[config.mk]
export PLATFORM = sky130hd
export DESIGN_NAME = button_step_generator_flat
export DESIGN_NICKNAME = d
export VERILOG_FILES = /design/src/rtl/button_step_generator_pkg.sv /design/src/rtl/button_step_generator_if.sv /design/src/rtl/button_step_generator_btn_channel.sv /design/src/rtl/button_step_generator.sv /design/src/flat_wrapper.sv
export SDC_FILE = /design/constraint.sdc
export NUM_CORES = 1
export LEC_CHECK = 0
export ABC_AREA = 1
export CORE_MARGIN = 3
export CORE_UTILIZATION = 67
export DETAILED_ROUTE_END_ITERATION = 12
export PLACE_DENSITY = 0.85
export SETUP_SLACK_MARGIN = 0.2
export SLEW_MARGIN = 25
export SYNTH_ARGS = -nofsm -noshare
export SYNTH_HDL_FRONTEND = slang
export SYNTH_SLANG_ARGS = --single-unit
[constraint.sdc]
create_clock -name CLK -period 4.8 [get_ports CLK]
set_input_delay 0.48 -clock CLK [delete_from_list [all_inputs] [get_ports CLK]]
set_output_delay 0.48 -clock CLK [all_outputs]
set_load 0.03 [all_outputs]
[src/rtl/button_step_generator_pkg.sv]
// Shared types and default timing for the button step generator.
// Default timing assumes a 50 MHz system clock.
package button_step_generator_pkg;

    // Per-channel sequencing state
    typedef enum logic [1:0] {
        IDLE   = 2'd0,
        HELD   = 2'd1,
        REPEAT = 2'd2
    } chan_state_e;

    localparam int unsigned CLK_HZ_DEFAULT = 50_000_000;

    // Cycle count for a duration in milliseconds at the given clock frequency.
    function automatic int unsigned ms_to_cycles(input int unsigned ms,
                                                 input int unsigned clk_hz);
        return (clk_hz / 1000) * ms;
    endfunction

    localparam int unsigned DEBOUNCE_CYC_DEFAULT  = ms_to_cycles(10,  CLK_HZ_DEFAULT);
    localparam int unsigned REPEAT_DELAY_DEFAULT  = ms_to_cycles(500, CLK_HZ_DEFAULT);
    localparam int unsigned REPEAT_PERIOD_DEFAULT = ms_to_cycles(100, CLK_HZ_DEFAULT);
    localparam int unsigned CNT_W_DEFAULT         = 25;

endpackage

[src/rtl/button_step_generator_if.sv]
// Button-side bundle: raw active-low buttons in, conditioned level and pulses out.
interface button_step_generator_if #(
    parameter int unsigned NUM_BTN = 3
);
    logic [NUM_BTN-1:0] i_btn_n;
    logic [NUM_BTN-1:0] o_pressed;
    logic [NUM_BTN-1:0] o_step;
    logic [NUM_BTN-1:0] o_release;

    // Stimulus/consumer side: drives the buttons, observes the conditioned outputs
    modport master (
        output i_btn_n,
        input  o_pressed,
        input  o_step,
        input  o_release
    );

    // Generator side
    modport slave (
        input  i_btn_n,
        output o_pressed,
        output o_step,
        output o_release
    );
endinterface

[src/rtl/button_step_generator_btn_channel.sv]
// One button channel: 2-flop synchroniser, debounce counter, step/repeat FSM.
// Hold-to-repeat is built only when BTN_AUTOREPEAT_EN is defined; otherwise
// each accepted press yields exactly one step and the repeat counter is absent.
//
//   state  | meaning
//   IDLE   | button released (debounced)
//   HELD   | pressed, waiting out the initial repeat delay
//   REPEAT | pressed, stepping every repeat period
module btn_channel
    import button_step_generator_pkg::*;
#(
    parameter int unsigned DEBOUNCE_CYC  = DEBOUNCE_CYC_DEFAULT,
    parameter int unsigned REPEAT_DELAY  = REPEAT_DELAY_DEFAULT,
    parameter int unsigned REPEAT_PERIOD = REPEAT_PERIOD_DEFAULT,
    parameter int unsigned CNT_W         = CNT_W_DEFAULT
) (
    input  logic clk,
    input  logic rst,
    input  logic i_btn_n,
    output logic o_pressed,
    output logic o_step,
    output logic o_release
);

    if (DEBOUNCE_CYC < 2 || REPEAT_DELAY < 2 || REPEAT_PERIOD < 2) begin : g_bad_timing
        $error("btn_channel: DEBOUNCE_CYC, REPEAT_DELAY and REPEAT_PERIOD must each be >= 2");
    end
    if (CNT_W > 32 || CNT_W == 0) begin : g_bad_width
        $error("btn_channel: CNT_W must be 1..32");
    end else if (64'(DEBOUNCE_CYC) > (64'd1 << CNT_W) ||
                 64'(REPEAT_DELAY) > (64'd1 << CNT_W) ||
                 64'(REPEAT_PERIOD) > (64'd1 << CNT_W)) begin : g_narrow_cnt
        $error("btn_channel: CNT_W too narrow for the timing parameters");
    end

    localparam logic [CNT_W-1:0] DCNT_TC = CNT_W'(DEBOUNCE_CYC - 1);

    logic [1:0]       sync_q, sync_d;
    logic [CNT_W-1:0] dcnt_q, dcnt_d;
    logic             pressed_q, pressed_d;
    logic             step_q, step_d;
    logic             release_q, release_d;
    chan_state_e      state_q, state_d;
    logic             sample;
    logic             differ;
    logic             accept;

`ifdef BTN_AUTOREPEAT_EN
    localparam logic [CNT_W-1:0] DELAY_TC  = CNT_W'(REPEAT_DELAY - 1);
    localparam logic [CNT_W-1:0] PERIOD_TC = CNT_W'(REPEAT_PERIOD - 1);
    logic [CNT_W-1:0] rcnt_q, rcnt_d;
`endif

    // Synchroniser shift and debounce: count consecutive differing samples, toggle at terminal count
    always_comb begin
        sync_d    = {sync_q[0], i_btn_n};
        sample    = ~sync_q[1];
        differ    = sample ^ pressed_q;
        accept    = differ && (dcnt_q == DCNT_TC);
        dcnt_d    = '0;
        pressed_d = pressed_q;
        if (differ && !accept) begin
            dcnt_d = dcnt_q + CNT_W'(1);
        end
        if (accept) begin
            pressed_d = ~pressed_q;
        end
    end

    // Step/release sequencing; a release always wins over a coincident repeat step
    always_comb begin
        state_d   = state_q;
        step_d    = 1'b0;
        release_d = 1'b0;
`ifdef BTN_AUTOREPEAT_EN
        rcnt_d    = rcnt_q;
`endif
        unique case (state_q)
            IDLE: begin
                if (accept && sample) begin
                    step_d  = 1'b1;
                    state_d = HELD;
`ifdef BTN_AUTOREPEAT_EN
                    rcnt_d  = '0;
`endif
                end
            end
            HELD: begin
                if (accept && !sample) begin
                    release_d = 1'b1;
                    state_d   = IDLE;
`ifdef BTN_AUTOREPEAT_EN
                    rcnt_d    = '0;
                end else if (rcnt_q == DELAY_TC) begin
                    step_d  = 1'b1;
                    rcnt_d  = '0;
                    state_d = REPEAT;
                end else begin
                    rcnt_d = rcnt_q + CNT_W'(1);
`endif
                end
            end
`ifdef BTN_AUTOREPEAT_EN
            REPEAT: begin
                if (accept && !sample) begin
                    release_d = 1'b1;
                    state_d   = IDLE;
                    rcnt_d    = '0;
                end else if (rcnt_q == PERIOD_TC) begin
                    step_d = 1'b1;
                    rcnt_d = '0;
                end else begin
                    rcnt_d = rcnt_q + CNT_W'(1);
                end
            end
`endif
            default: begin
                state_d = IDLE;
            end
        endcase
    end

    // Channel registers; reset leaves the synchroniser reading "released"
    always_ff @(posedge clk or posedge rst) begin
        if (rst) begin
            sync_q    <= 2'b11;
            dcnt_q    <= '0;
            pressed_q <= 1'b0;
            step_q    <= 1'b0;
            release_q <= 1'b0;
            state_q   <= IDLE;
        end else begin
            sync_q    <= sync_d;
            dcnt_q    <= dcnt_d;
            pressed_q <= pressed_d;
            step_q    <= step_d;
            release_q <= release_d;
            state_q   <= state_d;
        end
    end

`ifdef BTN_AUTOREPEAT_EN
    // Repeat timer
    always_ff @(posedge clk or posedge rst) begin
        if (rst) begin
            rcnt_q <= '0;
        end else begin
            rcnt_q <= rcnt_d;
        end
    end
`endif

    assign o_pressed = pressed_q;
    assign o_step    = step_q;
    assign o_release = release_q;

endmodule

[src/rtl/button_step_generator.sv]
// Button step generator top: NUM_BTN independent conditioned button channels.
// Optional hold-to-repeat selected by the BTN_AUTOREPEAT_EN macro.
module button_step_generator
    import button_step_generator_pkg::*;
#(
    parameter int unsigned NUM_BTN       = 3,
    parameter int unsigned DEBOUNCE_CYC  = DEBOUNCE_CYC_DEFAULT,
    parameter int unsigned REPEAT_DELAY  = REPEAT_DELAY_DEFAULT,
    parameter int unsigned REPEAT_PERIOD = REPEAT_PERIOD_DEFAULT,
    parameter int unsigned CNT_W         = CNT_W_DEFAULT
) (
    input  logic                     CLK,
    input  logic                     RST,
    button_step_generator_if.slave   bus
);

    logic [NUM_BTN-1:0] pressed_w;
    logic [NUM_BTN-1:0] step_w;
    logic [NUM_BTN-1:0] release_w;

    for (genvar g = 0; g < NUM_BTN; g++) begin : g_ch
        btn_channel #(
            .DEBOUNCE_CYC  (DEBOUNCE_CYC),
            .REPEAT_DELAY  (REPEAT_DELAY),
            .REPEAT_PERIOD (REPEAT_PERIOD),
            .CNT_W         (CNT_W)
        ) u_ch (
            .clk       (CLK),
            .rst       (RST),
            .i_btn_n   (bus.i_btn_n[g]),
            .o_pressed (pressed_w[g]),
            .o_step    (step_w[g]),
            .o_release (release_w[g])
        );
    end

    assign bus.o_pressed = pressed_w;
    assign bus.o_step    = step_w;
    assign bus.o_release = release_w;

endmodule

[src/flat_wrapper.sv]
// flat-port wrapper written by rule: the top's interface ports become plain ports
module button_step_generator_flat import button_step_generator_pkg::*;
#(
    parameter int unsigned NUM_BTN       = 3,
    parameter int unsigned DEBOUNCE_CYC  = DEBOUNCE_CYC_DEFAULT,
    parameter int unsigned REPEAT_DELAY  = REPEAT_DELAY_DEFAULT,
    parameter int unsigned REPEAT_PERIOD = REPEAT_PERIOD_DEFAULT,
    parameter int unsigned CNT_W         = CNT_W_DEFAULT
)
  (CLK, RST, bus_i_btn_n, bus_o_pressed, bus_o_step, bus_o_release);
  button_step_generator_if #(.NUM_BTN(NUM_BTN)) bus_i ();
  input  logic CLK;
  input  logic RST;
  input wire logic [$bits(bus_i.i_btn_n)-1:0] bus_i_btn_n;
  output wire logic [$bits(bus_i.o_pressed)-1:0] bus_o_pressed;
  output wire logic [$bits(bus_i.o_step)-1:0] bus_o_step;
  output wire logic [$bits(bus_i.o_release)-1:0] bus_o_release;
  assign bus_i.i_btn_n = bus_i_btn_n;
  assign bus_o_pressed = bus_i.o_pressed;
  assign bus_o_step = bus_i.o_step;
  assign bus_o_release = bus_i.o_release;
  button_step_generator #(.NUM_BTN(NUM_BTN), .DEBOUNCE_CYC(DEBOUNCE_CYC), .REPEAT_DELAY(REPEAT_DELAY), .REPEAT_PERIOD(REPEAT_PERIOD), .CNT_W(CNT_W)) u_core (.CLK(CLK), .RST(RST), .bus(bus_i));
endmodule
Word-level counts from Yosys, hierarchy flattened
Cells that the tools add are included.

word-level totals
  register bits after elaboration = 96
  input bits = 5

operators by class
  $add $sub $neg = 3
  eq/ne operators = 12
  mux-type cells = 24
  bitwise gates (word level) = 9
  reductions and logical operators = 21

operators with widths
  cell                     count
  $add A25 B1 Y25 const B  3
  $eq A25 B19 Y1 const B   3
  $mux W25                 3
  $logic_and A1 B1 Y1      12
  $mux W1                  12
  $mux W2                  6
  $ne A2 B2 Y1 const B     6
  $pmux W2 S2              3
  $eq A2 B1 Y1 const B     3
  $logic_not A2 Y1         3
  $not A1 Y1               6
  $reduce_and A2 Y1        3
  $logic_not A1 Y1         3
  $xor A1 B1 Y1            3

Logic depth before layout (Yosys ltp)
  word-level depth = 6
  mapped depth = 9

By module
A second synthesis with hierarchy kept.

second synthesis, totals
  cell total of the unflattened synthesis = 744
  area total of the unflattened synthesis = 5255.0 µm²

by module, submodules not included
  module       instances  cells each  area an instance (µm²)  sequential area each (µm²)
  btn_channel  3          248         1751.7                  778.2

Least setup slack after synthesis
No wires, ideal clock.

  path kind = register -> register
  start point = register u_core.g_ch[0].u_ch.dcnt_q[0]
  end point = register u_core.g_ch[0].u_ch.dcnt_q[4]
  setup time = 124 ps
  arrival = 1449 ps
  data required time = 4676 ps
  path slack = 3226 ps
  cell stages (with the launch flop) = 10
  path buffers = 1
  period minus slack after synthesis = 1574 ps
  cells stage by stage = dfrtp_1 -> ha_1 -> inv_2 -> nor2_8 -> nand2_4 -> nor2_4 -> nand2_4 -> nand2_8 -> buf_12 -> nor2_4

on the way
  word-level cells in the longest chain between the ends = 5
  elaborated cells on any way between the ends = 6

RTL lines
  what                                                                     line                                      source
  start, declared                                                          button_step_generator_btn_channel.sv:39   logic [CNT_W-1:0] dcnt_q, dcnt_d;
  start signal, assigned                                                   button_step_generator_btn_channel.sv:134  dcnt_q <= dcnt_d;
  parallel branches: the longest is 4 deep, another holds $add A25 B1 Y25  n/a
  $mux W25 (*)                                                             button_step_generator_btn_channel.sv:62   if (differ && !accept) begin
  via u_core.g_ch[0].u_ch.dcnt_d[4]                                        button_step_generator_btn_channel.sv:39

Mark *: on every way through the listed nets, which the timed path passes.
A chain may end at the register's enable or synchronous reset.

Final worst setup path
  start point = register u_core.g_ch[2].u_ch.pressed_q
  end point = output bus_o_pressed[2]

RTL lines
  what                    line                                      source
  start, declared         button_step_generator_btn_channel.sv:40   logic pressed_q, pressed_d;
  start signal, assigned  button_step_generator_btn_channel.sv:135  pressed_q <= pressed_d;
  end, declared           flat_wrapper.sv:15                        output wire logic [$bits(bus_i.o_pressed)-1:0] bus_o_pressed;

No word-level cell between the ends.

==> flow_summary.yaml <==
global_route:
  grt_pass1_wl_mm: 18.1
  antenna_found_initial: 0
  grt_pass1_vias: 4208
  grt_util_all_layers_pct: 25.4
  grt_max_degree: 67
  overflow: 0
layout:
  fillers: 577
  final_cells: 842
  design_area_mm2: 0.00560
  n_antenna_cell: 0
  multiInputGateArea_mm2: 0.00252
  syn_to_final_growth_pct: 5.94
  utilization_pct: 75.2
  layout.nets: 746
  drive_gt1_share_pct: 7.81
  final-seq-area_mm2: 0.00233
worst_setup_path:
  r2r-start: "u_core.g_ch[2].u_ch.dcnt_q[0]"
  crit_family: "buffers and inverters"
  r2r_slack_ns: 2.98
  required_ns: 4.32
  critPathCaptureType: "output pin"
  timing.rr.end: "u_core.g_ch[2].u_ch.dcnt_q[10]"
  path_buf_inv: 1
  cp_slowest_stage_delay_ns: 0.69
  worstPathArrival_ns: 1.46
  critPathMaxFanout: 4
  crit_chain: "clkdlybuf4s50_1"
  slowest_stage: "clkdlybuf4s50_1"
  path_class: "reg -> out"
  ff2ff_path_depth: 8
  crit_path_start_kind: "flip-flop"
clocking:
  cts_resized: 0
  cts_made_buffers: 9
  cts_setup_buffers: 0
  cts_root_buffer: "clkbuf_8"
  cts_tree: "yes"
  clk-insertion-delay-late_ns: 0.37
  cts_hold_buffers: 0
  clk_pin_slew_ns: 0.11
  ctsHtreeMaxLevel: 3
  clock_path_buffers: 2
  cts_sinks: 93
sta:
  slew_headroom_pct: 62.9
  hold_viol: 0
  setup-tns-final_ns: 0
  tightest_slew_ns: 0.557
  layout_setup_ws_ns: 2.86
  fmax_mhz: 515
  fin_skew_ns: 0.0149
  setup_viol: 0
  slew_violations: 0
  period_share_pct: 40.5
  rsz0062_at_grt: "false"
  fin_crit_ns: 1.94
detailed_routing:
  drt_iter0_drc: 319
  drt_wl_total_mm: 10.5
  num_vias: 4451
  ant_nets: 0
  drtPass1Iterations: 7
  remaining_drc_errors: 0
  via_per_inst: 5.29
  detail_route.wl_per_cell_um: 12.5
placed_design:
  io_buffer_count: 13
  pre_cts_slack_ns: 2.98
  hpwlAfterDp_mm: 7.79
  place_area_mm2: 0.00541
  placed_cells: 826
  gp_congestion: 0.947
floorplan:
  die_y_um: 94.8
  dieArea_mm2: 0.00899
  core_mm2: 0.00745
  io_pins: 14
  start_util_pct: 71.0
  fp.dieW_um: 94.8
  rows: 31
logic_synthesis:
  yosysSeqAreaShare_pct: 44.2
  synth_edf_count: 0
  ys_seq_elements: 93
  avgSynthCellArea_um2: 7.26
  synthesis.nets: 736
  syn-instance-count: 728
  synth_cell_types: 23
  yosysWarnings: 0
  synthFlopType: "dfrtp_1"
  synthArstFlopShare_pct: 100
  syn_area_mm2: 0.00529
outcome:
  status: "completed"
worst_hold_path:
  min_from: "u_core.g_ch[1].u_ch.sync_q[0]"
  whs_path_depth: 0
  hp-class: "reg -> reg"
  holdPathEnd: "u_core.g_ch[1].u_ch.sync_q[1]"
power_and_ir_drop:
  ir_drop_uv: 164
  cellPowerDensity_mw_per_mm2: 243
  power_leakage_nw: 2.35
job:
  maxCapViolations: 0
## worst register-to-register path, stage by stage, from the launching register on
cell and delay, ns:
dfrtp_1 0.43, ha_1 0.28, nand2_1 0.14, nor2_2 0.13
nand2_1 0.07, nor2_2 0.16, nand2_2 0.13, nand2_4 0.24
nor2_1 0.12
## cell families (layout without fill, tap and decap cells)
logic type	count (synthesis)	count (layout)	share of synthesized area [%]
xor gates and xnor gates	35	35	5.80
adders and majority gates	3	3	0.710
DFF	93	93	44.2
AOI/OAI and AO/OA	10	10	0.947
and+or+nand+nor	495	495	40.2
buffers and inverters	92	107	8.19
## area by class of cell
| type | instances | area share [%] |
|---|---|---|
| flip-flops and latches | 93 | 41.7 |
| well taps | 99 | 2.21 |
| repair buffers | 14 | 2.46 |
| clock buffers | 9 | 2.21 |
| inverters | 77 | 5.25 |
| clock inverters | 7 | 1.21 |
| multi-input cells | 543 | 45.0 |
## synthesized netlist by cell type, types with 4 or more instances
cell type	number	area, µm²
buf_6	5	56.3
o21ai_0	4	20.0
nand3_1	46	230
dfrtp_1	87	2180
a21oi_1	6	30.0
inv_1	75	282
nand2_1	217	815
nor3_1	15	75.1
nand2_4	4	45.0
buf_4	9	67.6
nor2_2	10	62.6
nor2_4	11	124
nor2_1	182	683
nand2_2	5	31.3
dfstp_2	6	158
xnor2_1	10	87.6
xor2_1	25	219
## per-layer routing
metal  global-route usage [%]  up-vias  part of all wire (%)
li1                         -     2219                     -
met1                     33.5     2055                    43
met2                     42.4      147                    49
met3                     2.79       30                   4.9
met4                     11.2        0                   2.7
met5                        0        -                     0
## how the worst max path moves through the flow
stage                                  startpoint                        endpoint  cells past startpoint
finish              u_core.g_ch[2].u_ch.o_pressed                bus_o_pressed[2]                      1
global placement                              RST   u_core.g_ch[2].u_ch.sync_q[0]                      3
global route        u_core.g_ch[2].u_ch.dcnt_q[0]  u_core.g_ch[2].u_ch.dcnt_q[17]                      8
floorplan                                     RST   u_core.g_ch[0].u_ch.dcnt_q[0]                      1
CTS                 u_core.g_ch[0].u_ch.o_pressed                bus_o_pressed[0]                      1
detailed placement                            RST   u_core.g_ch[2].u_ch.sync_q[0]                      3
## state kept, by name (all words and copies together), names as in the netlist
| name | flops |
|---|---|
| u_core.g_ch.u_ch.dcnt_q | 75 |
| u_core.g_ch.u_ch.state_q | 3 |
| u_core.g_ch.u_ch.o_pressed | 3 |
| u_core.g_ch.u_ch.o_release | 3 |
| u_core.g_ch.u_ch.o_step | 3 |
| u_core.g_ch.u_ch.sync_q | 6 |
## through the flow
step | hold WS [ns] | power, W
detailed placement | 0.349 | 0.000870
global placement | 0.346 | 0.000868
global route | 0.371 | 0.00141
CTS | 0.365 | 0.00137
finish | 0.364 | 0.00136
floorplan | 0.345 | 0.000860
## power breakdown
group	switching, W	internal [W]	leakage, nW	total (W)
clock	0.000306	0.000202	0.0954	0.000508
sequential	0.00000810	0.000794	1.27	0.000802
combinational	0.0000384	0.0000129	0.982	0.0000513
## cells in the final DEF (no fill, tap or decap)
cell / synthesis / routed
clkdlybuf4s50_1: 0 / 13
nor2_8: 1 / 1
dfstp_2: 6 / 6
nor2_1: 182 / 182
nand2_8: 1 / 1
nand4_1: 3 / 3
xnor2_1: 10 / 10
xor2_1: 25 / 25
buf_4: 9 / 1
clkinvlp_4: 0 / 1
clkbuf_8: 0 / 9
nor2_2: 10 / 10
dfrtp_1: 87 / 87
o21ai_0: 4 / 4
ha_1: 3 / 3
clkinv_4: 0 / 4
nand2_2: 5 / 5
nand3_1: 46 / 46
a21oi_1: 6 / 6
inv_2: 2 / 2
nand2_1: 217 / 217
nand2_4: 4 / 4
nor3_1: 15 / 15
inv_8: 0 / 3
inv_1: 75 / 74
nor2_4: 11 / 11
No activity file was read; power rests on OpenSTA's default activity.
